File: config.mk
export PLATFORM = sky130hd
export DESIGN_NAME = pipeline_hazard_controller
export DESIGN_NICKNAME = d
export VERILOG_FILES = /design/src/rtl/pipeline_hazard_controller_pkg.sv /design/src/rtl/pipeline_hazard_controller_forward_select.sv /design/src/rtl/pipeline_hazard_controller.sv
export SDC_FILE = /design/constraint.sdc
export NUM_CORES = 1
export LEC_CHECK = 0
export CORE_UTILIZATION = 52
export DETAILED_ROUTE_END_ITERATION = 12
export GPL_TIMING_DRIVEN = 0
export PLACE_DENSITY_LB_ADDON = 0.12
export SYNTH_ARGS = -nofsm -noshare
export SYNTH_HDL_FRONTEND = slang
export SYNTH_SLANG_ARGS = --single-unit
File: constraint.sdc
create_clock -name Clk -period 2.9 [get_ports Clk]
set_input_delay 0.435 -clock Clk [delete_from_list [all_inputs] [get_ports Clk]]
set_output_delay 0.435 -clock Clk [all_outputs]
set_load 0.005 [all_outputs]
File: src/rtl/pipeline_hazard_controller_pkg.sv
// Shared definitions for the pipeline hazard controller.
//   state_t         : controller FSM encodings
//   fwd_t           : operand source select codes
//   REG_PC          : register that never forwards and never causes a stall
//   load_use_match  : one ID source against the destination of a load in EX
package pipeline_hazard_controller_pkg;

    typedef enum logic [1:0] {
        ST_INIT     = 2'b00,
        ST_RUN      = 2'b01,
        ST_MEM_WAIT = 2'b10,
        ST_HALT     = 2'b11
    } state_t;

    typedef enum logic [1:0] {
        FWD_RF  = 2'b00,
        FWD_EX  = 2'b01,
        FWD_MEM = 2'b10,
        FWD_WB  = 2'b11
    } fwd_t;

    localparam logic [3:0] REG_PC = 4'd15;

    // R15 reads the PC path, so it can never depend on a pending load.
    function automatic logic load_use_match(input logic [3:0] src,
                                            input logic       use_src,
                                            input logic [3:0] ex_rd);
        return use_src && (src != REG_PC) && (src == ex_rd);
    endfunction

endpackage

File: src/rtl/pipeline_hazard_controller_forward_select.sv
// Operand forwarding select for one ID source operand.
//   src, use_src                 : source register and its valid qualifier
//   ex_* / mem_* / wb_*          : destination and write-enable of each stage
//   ex_load_instr                : EX result not yet available (load)
//   sel                          : 00 RF, 01 EX, 10 MEM, 11 WB
module forward_select
    import pipeline_hazard_controller_pkg::*;
(
    input  logic [3:0] src,
    input  logic       use_src,
    input  logic [3:0] ex_rd,
    input  logic       ex_rf_enable,
    input  logic       ex_load_instr,
    input  logic [3:0] mem_rd,
    input  logic       mem_rf_enable,
    input  logic [3:0] wb_rd,
    input  logic       wb_rf_enable,
    output logic [1:0] sel
);

    // NOTE: assign every combinational output a default first so no path
    // leaves it unassigned and infers a latch.
    always_comb begin
        sel = FWD_RF;
        if (use_src && (src != REG_PC)) begin
            // The youngest producer wins; a load in EX has no data yet.
            if (ex_rf_enable && !ex_load_instr && (ex_rd == src))
                sel = FWD_EX;
            else if (mem_rf_enable && (mem_rd == src))
                sel = FWD_MEM;
            else if (wb_rf_enable && (wb_rd == src))
                sel = FWD_WB;
        end
    end

endmodule

File: src/rtl/pipeline_hazard_controller.sv
// Pipeline hazard controller: load-use stalls, branch flushes, data-memory
// wait handling with timeout, and operand forwarding selects.
//   Clk, Clr                     : clock, async active-low reset
//   ID_* / EX_* / MEM_* / WB_*   : register fields and write enables per stage
//   branch_taken, mem_busy       : control events
//   PC_LE, IF_ID_LE, nop_sel,
//   IF_ID_flush, pipe_hold       : pipeline control
//   fwd_A, fwd_B, fwd_D          : operand source selects
//   state, mem_error             : FSM state and sticky timeout flag
//   stall_cnt, flush_cnt         : saturating statistics counters
module pipeline_hazard_controller
    import pipeline_hazard_controller_pkg::*;
#(
    parameter int MEM_TIMEOUT = 8,
    parameter int CNT_W       = 16
) (
    input  logic             Clk,
    input  logic             Clr,
    input  logic [3:0]       ID_Rn,
    input  logic [3:0]       ID_Rm,
    input  logic [3:0]       ID_Rd,
    input  logic             ID_use_Rn,
    input  logic             ID_use_Rm,
    input  logic             ID_use_Rd,
    input  logic [3:0]       EX_RD,
    input  logic [3:0]       MEM_RD,
    input  logic [3:0]       WB_RD,
    input  logic             EX_RF_enable,
    input  logic             MEM_RF_enable,
    input  logic             WB_RF_enable,
    input  logic             EX_load_instr,
    input  logic             branch_taken,
    input  logic             mem_busy,
    output logic             PC_LE,
    output logic             IF_ID_LE,
    output logic             nop_sel,
    output logic             IF_ID_flush,
    output logic             pipe_hold,
    output logic [1:0]       fwd_A,
    output logic [1:0]       fwd_B,
    output logic [1:0]       fwd_D,
    output logic [1:0]       state,
    output logic             mem_error,
    output logic [CNT_W-1:0] stall_cnt,
    output logic [CNT_W-1:0] flush_cnt
);

    state_t     state_q, state_d;
    logic [7:0] tmo_q;
    logic       tmo_load, tmo_inc, err_set, stall_inc, flush_inc;
    logic       load_use;

    assign state = state_q;

    assign load_use = EX_load_instr && EX_RF_enable &&
                      (load_use_match(ID_Rn, ID_use_Rn, EX_RD) ||
                       load_use_match(ID_Rm, ID_use_Rm, EX_RD) ||
                       load_use_match(ID_Rd, ID_use_Rd, EX_RD));

    forward_select u_fwd_a (
        .src(ID_Rn), .use_src(ID_use_Rn),
        .ex_rd(EX_RD), .ex_rf_enable(EX_RF_enable), .ex_load_instr(EX_load_instr),
        .mem_rd(MEM_RD), .mem_rf_enable(MEM_RF_enable),
        .wb_rd(WB_RD), .wb_rf_enable(WB_RF_enable),
        .sel(fwd_A)
    );

    forward_select u_fwd_b (
        .src(ID_Rm), .use_src(ID_use_Rm),
        .ex_rd(EX_RD), .ex_rf_enable(EX_RF_enable), .ex_load_instr(EX_load_instr),
        .mem_rd(MEM_RD), .mem_rf_enable(MEM_RF_enable),
        .wb_rd(WB_RD), .wb_rf_enable(WB_RF_enable),
        .sel(fwd_B)
    );

    forward_select u_fwd_d (
        .src(ID_Rd), .use_src(ID_use_Rd),
        .ex_rd(EX_RD), .ex_rf_enable(EX_RF_enable), .ex_load_instr(EX_load_instr),
        .mem_rd(MEM_RD), .mem_rf_enable(MEM_RF_enable),
        .wb_rd(WB_RD), .wb_rf_enable(WB_RF_enable),
        .sel(fwd_D)
    );

    always_comb begin
        state_d     = state_q;
        PC_LE       = 1'b1;
        IF_ID_LE    = 1'b1;
        nop_sel     = 1'b0;
        IF_ID_flush = 1'b0;
        pipe_hold   = 1'b0;
        tmo_load    = 1'b0;
        tmo_inc     = 1'b0;
        err_set     = 1'b0;
        stall_inc   = 1'b0;
        flush_inc   = 1'b0;
        case (state_q)
            ST_INIT: begin
                PC_LE       = 1'b0;
                IF_ID_LE    = 1'b0;
                nop_sel     = 1'b1;
                IF_ID_flush = 1'b1;
                state_d     = ST_RUN;
            end
            ST_RUN: begin
                if (mem_busy) begin
                    PC_LE     = 1'b0;
                    IF_ID_LE  = 1'b0;
                    pipe_hold = 1'b1;
                    tmo_load  = 1'b1;
                    state_d   = ST_MEM_WAIT;
                end else if (load_use) begin
                    // A stalled branch is re-presented next cycle, so it is
                    // safe to ignore it here.
                    PC_LE     = 1'b0;
                    IF_ID_LE  = 1'b0;
                    nop_sel   = 1'b1;
                    stall_inc = 1'b1;
                end else if (branch_taken) begin
                    IF_ID_flush = 1'b1;
                    flush_inc   = 1'b1;
                end
            end
            ST_MEM_WAIT: begin
                stall_inc = 1'b1;
                if (mem_busy) begin
                    PC_LE     = 1'b0;
                    IF_ID_LE  = 1'b0;
                    pipe_hold = 1'b1;
                    tmo_inc   = 1'b1;
                    // tmo_q counts busy cycles before this one; this cycle
                    // brings the total to tmo_q+1.
                    if (({1'b0, tmo_q} + 9'd1) >= 9'(MEM_TIMEOUT)) begin
                        err_set = 1'b1;
                        state_d = ST_HALT;
                    end
                end else begin
                    state_d = ST_RUN;
                end
            end
            default: begin
                PC_LE     = 1'b0;
                IF_ID_LE  = 1'b0;
                pipe_hold = 1'b1;
                nop_sel   = 1'b1;
            end
        endcase
    end

    // NOTE: sequential state uses non-blocking assignments so every register
    // samples the pre-edge values regardless of statement order.
    always_ff @(posedge Clk or negedge Clr) begin
        if (!Clr) begin
            state_q   <= ST_INIT;
            tmo_q     <= 8'd0;
            mem_error <= 1'b0;
            stall_cnt <= '0;
            flush_cnt <= '0;
        end else begin
            state_q <= state_d;
            if (tmo_load)
                tmo_q <= 8'd1;
            else if (tmo_inc)
                tmo_q <= tmo_q + 8'd1;
            if (err_set)
                mem_error <= 1'b1;
            if (stall_inc && (stall_cnt != '1))
                stall_cnt <= stall_cnt + CNT_W'(1);
            if (flush_inc && (flush_cnt != '1))
                flush_cnt <= flush_cnt + CNT_W'(1);
        end
    end

endmodule
==> results of run 1 <==
[what timing repair did]
item	in CTS	in global routing
pin swaps	6	4
resized for setup	24	16
buffers inserted	4	0
endpoints found under the setup margin	4	3
[cell usage after synthesis (3+ instances only)]
library cell  instances  share of area, %
o21ai_0               3              0.51
and3_1                9               1.9
a21oi_1              12               2.1
nand2_1              23               3.0
nor3_2                6               2.1
nor2_1               20               2.6
inv_1                 7              0.90
dfrtp_1              43                37
clkbuf_1              4              0.51
nand3_1              19               3.3
nor3_1               17               2.9
nand4_2               3               1.3
nor4_1                5               1.1
xor2_1               33               9.9
xnor2_1              33               9.9
nor2b_1               4              0.86
buf_6                 3               1.2
ha_1                  7               3.0
o2bb2ai_1             7               2.1
and2_1                3              0.64
nand4_1              19               4.1
[metal layers]
metal	vias to the layer above	part of all wire [%]	track usage (%)
met3	8	5.0	4.524
li1	1293	-	-
met5	-	0	0
met1	1270	43	31.24
met4	0	1.0	8.462
met2	85	51	43.84
[flip-flops by register name (all words and copies together), names as in the netlist]
signal	count
state	2
stall_cnt	16
mem_error	1
tmo_q	8
flush_cnt	16
[power by group]
| group | internal (mW) | switching, mW |
|---|---|---|
| registers | 0.780 | 0.233 |
| clock network | 0.169 | 0.209 |
| logic | 0.744 | 0.671 |
[metrics by stage]
step / hold slack, ns / util, % / std cells / setup TNS [ns]
after global placement: 0.4744 / 72.25 / 460 / -0.7300
after floorplan: 0.1394 / - / 310 / 0
final: 0.05606 / 75.40 / 473 / 0
after CTS: 0.06223 / 74.79 / 473 / 0
after detailed placement: 0.3846 / 72.53 / 461 / -0.9971
after global routing: 0.07806 / 75.40 / 473 / 0
[kinds of logic after synthesis]
family	after synthesis	synth area share, %
buffers and inverters	16	3.086
and+or+nand+nor	138	26.06
xor gates and xnor gates	66	19.80
adders and majority gates	7	3.000
muxes	4	1.457
DFF	43	36.86
AOI/OAI and AO/OA	36	9.730
[final cells by class]
cell class,count,share of cell area (%)
clock buffer,6,1.826
timing repair buffer,85,20.53
buffer,9,1.606
tap,70,2.204
clock inverter,2,0.3149
sequential,43,27.08
inverter,7,0.6612
multi-input combinational,251,45.78
[worst max path at each step]
stage | end | slack (ns)
floorplan | IF_ID_flush | 0.83
global placement | IF_ID_flush | -0.31
detailed placement | IF_ID_flush | -0.36
CTS | IF_ID_flush | 0.03
global route | fwd_D[1] | 0.002
finish | IF_ID_flush | 0.07
[worst max-delay path, stage by stage]
cell and delay [ns]:
dlygate4sd2_1 0.30, xnor2_1 0.19, nand4_2 0.18, o32ai_4 0.36, a311oi_4 0.07, buf_6 0.14
or2_2 0.27, clkdlybuf4s50_1 0.45
==> summary.md, run 1 <==
| Metric | Value |
|---|---|
| Mapped Nets | `352` |
| Via density | `5.615` |
| RR Startpoint | `state[1]` |
| Final nets | `around 440` |
| Worst-Margin Slew | `roughly 0.46 ns` |
| Synthesized cell area | `between 2000 and 3000 um^2` |
| Clk sinks | `43` |
| Endpoint class of the critical path | `primary output` |
| Global-route wire length before repair | `between 10000 and 15000 um` |
| Detailed placement HPWL | `~5600 um` |
| Cell Area, Placed | `~3800 um^2` |
| Post-synth EDFFs | `0` |
| Leak | `1.548 nW` |
| Starting Density | `a little under three fifths` |
| Seq. cell area | `1076 um^2` |
| Post-Syn Area per Cell | `~9.4 um^2` |
| Core area | `about 5300 um^2` |
| Row Count | `26` |
| DRT iter0 DRCs | `between 100 and 150` |
| Synth Register Bits | `43` |
| Endpoints failing setup | `0` |
| Initial antenna violation count | `0` |
| Wirelength per Cell | `between 10 and 15 um` |
| Full die area | `5917 um^2` |
| Min-delay worst type | `in2async` |
| CTS buffer count | `5` |
| Max cap viols | `0` |
| Top FF cell, synth | `dfrtp_1` |
| H-tree levels | `2` |
| Hold Buf Count CTS | `0` |
| Critical Path Fanout Max | `4` |
| Gr ovfl total | `0` |
| Gpl congestion | `between 0.8 and 0.9` |
| R2R Path End | `flush_cnt[1]` |
| Dpl ws | `-0.3618 ns` |
| Drt drc | `0` |
| Register area share after synthesis | `a little under two fifths` |
| FILL cells | `a little over 400` |
| Status | `complete, no violations` |
| Drt pass-1 iters | `4` |
| Via count | `roughly 2700` |
| Worst-case reg-to-reg path depth | `8` |
| VDD IR max | `~0.00063 V` |
| CP arrival | `2.40 ns` |
| Endpoints failing hold | `0` |
| Final Worst Setup Slack | `roughly 0.066 ns` |
| Multi-input logic area | `~1800 um^2` |
| WS Path Type | `in2out` |
| Die Height | `between 70 and 80 um` |
| Most frequent cells in the layout | `61 x clkdlybuf4s50_1, 43 x dfrtp_1, 33 x xor2_1` |
| RSZ-0062 raised after global routing | `no` |
| Worst EP required | `approximately 2.5 ns` |
| CTS tree | `built` |
| CP startpoint | `ID_Rn[2]` |
| Syn Inst Count | `310` |
| Tmin final | `2.834 ns` |
| Final instance area | `slightly below 4000 um^2` |
| Clk root buf | `clkbuf_8` |
| Total Routing Usage GR | `approximately a quarter` |
| Clock transition at path regs | `0.09 ns` |
| Number of placed I/O pins | `about 80` |
| Most common cell after layout, fill and taps aside | `clkdlybuf4s50_1` |
| PortBufs | `80` |
| Vias in the first global route | `approximately 2500` |
| Slew headroom | `about 70%` |
| YS warnings | `0` |
| Clock latency on the worst-skew pair | `around 0.3 ns` |
| Die Width | `around 77 um` |
| Tot Pwr | `approximately 2.8 mW` |
| Final max-slew violation count | `0` |
| ANT cells | `0` |
| Distinct cells, synth | `44` |
| Share of cells above drive strength 1 | `between 10 and 15%` |
| Antenna-violating nets left | `0` |
| Setup Skew | `approximately 0.012 ns` |
| Area growth syn-to-layout | `36.13%` |
| Clock Tree Buf Depth | `2` |
| DRT Wirelength | `just over 7000 um` |
| Pwr/cell area | `around 700 nW/um^2` |
| Async SR Flop Fraction | `100.0%` |
| Critical Path Source Type | `primary input` |
| Pin count of the biggest net entering global routing | `29` |
| Worst reg-to-reg setup slack | `slightly above 0.9 ns` |
| Final worst-path cycle share | `a little over nine tenths` |
| Max Clk Rate | `0.3529 GHz` |
No activity file was read; power rests on OpenSTA's default activity.
==> run 2, diff against run 1 <==
CORE_MARGIN = 2   (was unset)
SLEW_MARGIN = 10   (was unset)
==> run 2 against run 1 <==
Clock-buffer cell count unchanged; core utilization down 2.7 points; die area grew 5.3%; clock skew down 0.0051 ns; routed wire length down 2.6%; first-iteration DRC count shrank 25%; cell count is 0.85% higher; flip-flop and latch count unchanged; total power shrank 0.99%; setup slack better by 0.033 ns.
==> summary.md, run 2 (synthesized netlist as in run 1, its figures left out) <==
| Metric | Value |
|---|---|
| Status | `complete, no violations` |
| Largest regs | `flush_cnt x16, stall_cnt x16, tmo_q x8` |
| CP Cell Sequence | `clkdlybuf4s50_1 -> xor2_1 -> nor3_1 -> nand3_1 -> nor2b_1 -> nor3_1 -> clkdlybuf4s50_1` |
| Area growth syn-to-layout | `36.22%` |
| Slew headroom | `between 60 and 70%` |
| Clock latency on the worst-skew pair | `0.29 ns` |
| Gr ovfl total | `0` |
| Max stage delay cell, worst path | `clkdlybuf4s50_1` |
| Setup Skew | `roughly 0.0067 ns` |
| Initial antenna violation count | `0` |
| Most common cell after layout, fill and taps aside | `clkdlybuf4s50_1` |
| Gpl congestion | `0.8856` |
| Met2 usage | `between 30% and 40%` |
| WS Path Type | `in2out` |
| Worst-Margin Slew | `~0.48 ns` |
| Drt pass-1 iters | `4` |
| Worst EP required | `2.47 ns` |
| Detailed placement HPWL | `between 5000 and 6000 um` |
| Min-delay worst type | `reg2reg` |
| CP arrival | `2.37 ns` |
| Clk sinks | `between 40 and 50` |
| Clk root buf | `clkbuf_8` |
| Share of cells above drive strength 1 | `11.36%` |
| Most frequent cells in the layout | `61 x clkdlybuf4s50_1, 43 x dfrtp_1, 33 x xor2_1, 33 x xnor2_1, 21 x nand2_1` |
| CTS buffer count | `5` |
| Leak | `roughly 1.6 nW` |
| RSZ-0062 raised after global routing | `no` |
| Antenna-violating nets left | `0` |
| Endpoints failing setup | `0` |
| Endpoint class of the critical path | `primary output` |
| H-tree levels | `2` |
| Dpl ws | `-0.3184 ns` |
| RR Startpoint | `state[1]` |
| Post-Layout Cell Count | `around 480` |
| DRT Wirelength | `6886 um` |
| Via density | `5.530` |
| Vias in the first global route | `2506` |
| Kind of cell adding the most delay to the critical path | `buffers and inverters` |
| PortBufs | `80` |
| Pin count of the biggest net entering global routing | `38` |
| Full die area | `a little over 6000 um^2` |
| Busiest grt layer | `met2` |
| Endpoints failing hold | `0` |
| CP startpoint | `MEM_RD[2]` |
| CP max stage delay | `~0.55 ns` |
| Number of placed I/O pins | `81` |
| Final max-slew violation count | `0` |
| Wirelength per Cell | `around 14 um` |
| Critical Path Fanout Max | `3` |
| DRT iter0 DRCs | `between 100 and 150` |
| Die Width | `approximately 79 um` |
| Starting Density | `between 50% and 60%` |
| Core area | `5473 um^2` |
| Die Height | `between 70 and 80 um` |
| VDD IR max | `0.0005005 V` |
| Final worst-path cycle share | `a little over nine tenths` |
| Final instance area | `approximately 4000 um^2` |
| Critical Path Source Type | `primary input` |
| Via count | `2638` |
| Met1 GRT Util | `between 30 and 40%` |
| Row Count | `27` |
| Hold_sp | `mem_error` |
| CTS tree | `built` |
| FILL cells | `roughly 450` |
| Cell Area, Placed | `3825 um^2` |
| Tot Pwr | `around 2.8 mW` |
| Global-route wire length before repair | `around 11000 um` |
| Tmin final | `about 2.8 ns` |
| Seq. cell area | `1076 um^2` |
| Final nets | `around 450` |
| CP Buf/Inv Count | `2` |
| Multi-input logic area | `about 1800 um^2` |
| Max cap viols | `0` |
| Placed Instances | `463` |
| Met3 GRT Util | `3.636%` |
| Final Worst Setup Slack | `roughly 0.1 ns` |
| Drt drc | `0` |
| Clock transition at path regs | `~0.08 ns` |
| ANT cells | `0` |
| Max Clk Rate | `0.3570 GHz` |
| Total Routing Usage GR | `~23%` |
| Pwr/cell area | `~700 nW/um^2` |
| Clock Tree Buf Depth | `2` |
## run 2: cell types whose count changed in the layout (fill, tap and decap cells not counted), sizes merged
| cell | delta |
|---|---|
| dlygate4sd3 | +1 |
| buf | +1 |
| dlygate4sd2 | +5 |
| clkbuf | -3 |
| dlymetal6s2s | +1 |
| clkdlybuf4s15 | -3 |
## run 2: path summary, 6_finish.rpt
| kind | end | cells after the start | slack, ns |
|---|---|---|---|
| max | fwd_D[1] | 7 | 0.1 |
| min in group asynchronous | state[0] | 2 | 0.51 |
| min reg2reg | mem_error | 1 | 0.48 |
| min | mem_error | 1 | 0.48 |
| max in group asynchronous | stall_cnt[0] | 3 | 1.95 |
| max reg2reg | flush_cnt[1] | 8 | 0.86 |
## run 2: stage by stage
stage,util (%),TNS (ns),hold WS (ns)
final,72.66,0,0.4820
after global routing,72.66,0,0.5114
after CTS,71.99,0,0.4899
after detailed placement,69.89,-0.6965,0.2920
after global placement,69.62,-0.6851,0.4631
after floorplan,-,0,0.1394
## run 2: area by class of cell
| class | instances | share of cell area, % |
|---|---|---|
| plain buffers | 9 | 1.605 |
| clock buffers | 6 | 1.825 |
| clock inverters | 2 | 0.3147 |
| inverters | 7 | 0.6608 |
| multi-input cells | 251 | 45.03 |
| flip-flops and latches | 43 | 27.06 |
| well taps | 72 | 2.266 |
| repair buffers | 87 | 21.24 |
## run 2: power breakdown
part	switching, mW	internal (mW)	leakage [nW]
logic	0.661	0.740	0.994
registers	0.224	0.780	0.519
clock network	0.203	0.168	0.0412
## run 2: timing repair
item,4_1_cts,5_1_grt
endpoints found under the hold margin,6,0
pin swaps,5,1
setup endpoints to repair,4,4
setup buffers,2,3
gates resized for setup,23,4
hold buffers,1,0
## run 2: per-layer routing
layer	vias to the layer above	wire length [um]
li1	1298	-
met1	1253	3139
met2	81	3374
met3	6	319
met4	0	52
met5	-	0
